$ cat config.mk
export PLATFORM = sky130hd
export DESIGN_NAME = unary_serial_lane
export DESIGN_NICKNAME = d
export VERILOG_FILES = /design/src/rtl/unary_serial_lane.sv
export SDC_FILE = /design/constraint.sdc
export NUM_CORES = 1
export LEC_CHECK = 0
export ABC_AREA = 1
export BUFFER_PORTS_ARGS = -buffer_cell sky130_fd_sc_hd__buf_2
export CORE_AREA = 8 8 45 47
export DETAILED_ROUTE_END_ITERATION = 10
export DIE_AREA = 0 0 53 55
export GPL_ROUTABILITY_DRIVEN = 0
export PLACE_DENSITY = 0.52
export SLEW_MARGIN = 0
export SYNTH_ARGS = -nofsm -noshare
export SYNTH_HDL_FRONTEND = slang
export SYNTH_SLANG_ARGS = --single-unit
$ cat constraint.sdc
create_clock -name clk -period 0.9 [get_ports clk]
set_input_delay 0.18 -clock clk [delete_from_list [all_inputs] [get_ports clk]]
set_output_delay 0.18 -clock clk [all_outputs]
set_load 0.05 [all_outputs]
$ cat src/rtl/unary_serial_lane.sv
// Purpose : per-bit accumulators (&, |, ^), two's-complement carry tracker and
//           vector-error flags for one LSB-first serial scan of an operand.
// Latency : state updates one cycle after en; *_nxt outputs are combinational and
//           already include the bit currently presented.
// Backpressure: none, advances whenever en is high; clr wins over en.
// Ports   : clk, rst_n, clr (start new scan), en (consume one bit), a_bit/not_bit/
//           pos_bit/neg_bit (current LSBs), *_nxt (accumulator values after this bit).
module unary_serial_lane (
    input  logic clk,
    input  logic rst_n,
    input  logic clr,
    input  logic en,
    input  logic a_bit,
    input  logic not_bit,
    input  logic pos_bit,
    input  logic neg_bit,
    output logic and_nxt,
    output logic or_nxt,
    output logic xor_nxt,
    output logic err_not_nxt,
    output logic err_pos_nxt,
    output logic err_neg_nxt
);

    logic and_acc;
    logic or_acc;
    logic xor_acc;
    logic seen_one;
    logic err_not;
    logic err_pos;
    logic err_neg;
    logic seen_nxt;

    // -a is formed LSB first: bits up to and including the first 1 are copied,
    // every bit after that is inverted. This covers 0 and 2^(WIDTH-1) naturally.
    always_comb begin
        and_nxt     = and_acc & a_bit;
        or_nxt      = or_acc  | a_bit;
        xor_nxt     = xor_acc ^ a_bit;
        err_not_nxt = err_not | (not_bit != ~a_bit);
        err_pos_nxt = err_pos | (pos_bit != a_bit);
        err_neg_nxt = err_neg | (neg_bit != (a_bit ^ seen_one));
        seen_nxt    = seen_one | a_bit;
    end

    always_ff @(posedge clk or negedge rst_n) begin
        if (!rst_n) begin
            and_acc  <= 1'b0;
            or_acc   <= 1'b0;
            xor_acc  <= 1'b0;
            seen_one <= 1'b0;
            err_not  <= 1'b0;
            err_pos  <= 1'b0;
            err_neg  <= 1'b0;
        end else if (clr) begin
            and_acc  <= 1'b1;
            or_acc   <= 1'b0;
            xor_acc  <= 1'b0;
            seen_one <= 1'b0;
            err_not  <= 1'b0;
            err_pos  <= 1'b0;
            err_neg  <= 1'b0;
        end else if (en) begin
            and_acc  <= and_nxt;
            or_acc   <= or_nxt;
            xor_acc  <= xor_nxt;
            seen_one <= seen_nxt;
            err_not  <= err_not_nxt;
            err_pos  <= err_pos_nxt;
            err_neg  <= err_neg_nxt;
        end
    end

endmodule

==> reports/results.tsv <==
stage	metric	value	unit
setup_path	Worst Path Arrival	1.22	ns
power_and_ir_drop	Leakage	0.407	nW
sta	unrepaired setup endpoints after global routing	yes	
power_and_ir_drop	switch share	34.3	%
placement	placed inst area	589	um^2
clock_network	root buf cell	clkbuf_4	
routing	Post-DRT Antenna Nets	0	
routing	routed wire length	1080	um
hold_path	worst hold path class	in2reg	
setup_path	Req. time, crit path	0.72	ns
power_and_ir_drop	Comb pwr share	40.9	%
yosys	Avg Inst Size Synth	7.08	um^2
layout	most frequent cells in the layout	nand2_1 (10), inv_1 (9), inv_2 (8), nand2_2 (8), buf_4 (8)	
layout	Layout Utilization	53.1	%
global_routing	initial antenna violation count	0	
power_and_ir_drop	pwr dens	1450	nW/um^2
yosys	Seq/Total Area, Yosys	44.2	%
clock_network	Clock Sinks	7	
clock_network	clk_lat worst skew	0.25	ns
layout	post-route cell area	734	um^2
yosys	cell taking the most area after synthesis	dfrtp_1	
clock_network	CTS Buffer Depth	2	
layout	Filler cells	137	
sta	Worst Max-Slew Pin Slew	0.184	ns
clock_network	htree depth	1	
routing	DR vias/cell	4.30	
hold_path	Hold Path Cell Cnt	4	
setup_path	R2R depth	7	
layout	Nets	96	
yosys	Post-Syn Nets	65	
power_and_ir_drop	peak supply drop	0.000871	V
clock_network	Clock transition at path regs	0.05	ns
yosys	Syn Inst Count	56	
layout	area delta synth->final	85.2	%
routing	# DRC	0	
sta	Slew HR	87.6	%
die	Initial Util	28.7	%
placement	Port Buffers	13	
global_routing	total grt overflow	0	
yosys	Syn Std Cell Area	397	um^2
sta	final setup margin	-0.497	ns
clock_network	CTS tree	done	
sta	final hold vios	0	
layout	Sequential Area	175	um^2
yosys	Yosys cell types	12	
hold_path	min-delay src	clr	
yosys	Synth area leaders	dfrtp_1 (44%), nand2_1 (14%), inv_1 (13%), a21oi_1 (5.0%), nand2_2 (4.7%)	
die	die width	53	um
global_routing	first-pass GRT wire length	1900	um
die	Die ar.	2920	um^2
setup_path	critical path type	reg2out	
clock_network	number of CTS-inserted buffers	3	
layout	commonest non-fill, non-tap cell in the layout	nand2_1	
routing	WL per Instance	10.5	um
run_status	status	finished, violations left	
die	num rows	14	
layout	Multi-input gate area	220	um^2
sta	Slew Limit Fails	0	
placement	detailed-placement wirelength estimate	766	um
sta	Max Freq	716	MHz
yosys	Synth warnings	0	
routing	TritonRoute pass-1 iters	3	
setup_path	R2R Setup Slk	-0.11	ns
setup_path	critical path launch point type	flip-flop	
routing	DR iter-0 viols	5	
placement	DP Worst Slack	-0.307	ns
layout	ANT cells	0	
power_and_ir_drop	Int Pwr	698	uW
layout	layout cell share with drive strength beyond 1	61.6	%
power_and_ir_drop	clock share of power	26.5	%
global_routing	Total GRT Usage	9.21	%
sta	final setup fails	8	
sta	minimum clock period	1.40	ns
run_status	violated checks	setup timing	
global_routing	vias in the first global route	451	
die	I/O Pins	14	
power_and_ir_drop	Net Switching	365	uW
hold_path	Hold Path Sink	xor_acc	
die	CORE AREA	1380	um^2
global_routing	largest net degree at the start of global routing	8	
yosys	Yosys reg bits	7	
sta	Clock Skew	0.00331	ns
setup_path	worst r2r src	seen_one	
power_and_ir_drop	sequential group share of total power	32.7	%
yosys	top-area cell type share of the netlist area	44.2	%
routing	DR vias	439	
sta	Tcrit/Tclk final	155	%
setup_path	Critical Path Fanout Max	2	
die	Die Height	55	um
flow_run	max cap viols	0	
setup_path	end of the worst register-to-register path	err_neg	
setup_path	Setup crit end kind	output port	
[sequential cells by signal, summed over array words and instances, names as in the netlist]
name      count
and_acc       1
err_neg       1
err_not       1
err_pos       1
or_acc        1
seen_one      1
xor_acc       1
[metal layers]
metal  part of all wire (%)  up-vias  track usage [%]
met3                    6.6        2             2.67
met5                      0        -                0
li1                       -      226                -
met1                     41      198             9.19
met2                     50       13             14.5
met4                    2.5        0             10.3
[power groups by stage]
stage                     clock network [mW]  logic [mW]  registers, mW
after floorplan                            0       0.223          0.350
after global placement                     0       0.334          0.350
after detailed placement                   0       0.336          0.351
after CTS                              0.296       0.441          0.347
after global routing                   0.328       0.474          0.349
final                                  0.281       0.434          0.347
[how the worst max path moves through the flow]
stage | to | from | depth (start not counted) | slack, ns
after floorplan | err_neg | seen_one | 7 | -0.23
after global placement | err_neg_nxt | seen_one | 6 | -0.30
after detailed placement | err_neg_nxt | seen_one | 6 | -0.31
after CTS | err_neg_nxt | seen_one | 6 | -0.50
after global routing | err_neg_nxt | seen_one | 6 | -0.57
final | err_neg_nxt | seen_one | 6 | -0.50
[metrics by stage]
stage,power (mW),std cells,hold WS (ns),TNS [ns]
after global placement,0.684,94,0.0214,-1.15
after CTS,1.08,104,0.208,-1.84
after floorplan,0.573,56,-0.116,-0.381
after global routing,1.15,102,0.226,-2.22
final,1.06,102,0.222,-1.71
after detailed placement,0.687,94,0.0244,-1.16
[cell families after synthesis]
| kind of cell | synth area share, % |
|---|---|
| buffers and inverters | 16.1 |
| and+or+nand+nor | 28.1 |
| adders and majority gates | 3.15 |
| DFF | 44.2 |
| AOI/OAI and AO/OA | 8.52 |
[worst max-delay path, cell delays in order (launching register included)]
cell and delay (ns):
dfrtp_1 0.34, inv_2 0.05, ha_4 0.27, inv_2 0.03, nand2_2 0.06, nand3_4 0.06, buf_6 0.15
[Yosys cell counts, drive strengths merged]
| library cell | number |
|---|---|
| nor2 | 3 |
| a21oi | 5 |
| ha | 1 |
| o21ai | 1 |
| nand2 | 18 |
| inv | 17 |
| nand3 | 4 |
| dfrtp | 7 |
[what timing repair did]
| action | 4_1_cts | 5_1_grt |
|---|---|---|
| hold endpoints to repair | 7 | 0 |
| pin swaps | 6 | 2 |
| gates cloned | 0 | 0 |
| setup endpoints to repair | 7 | 11 |
| buffers inserted | 5 | 4 |
| resized for setup | 26 | 6 |
| hold buffers | 1 | 0 |
[cell type report]
cell class	instances	share of cell area (%)
timing repair buffer	26	31.2
multi-input combinational	32	30.0
sequential	7	23.9
inverter	17	8.69
clock buffer	4	3.58
tap	16	2.73
Power figures use the tool's default switching activity.
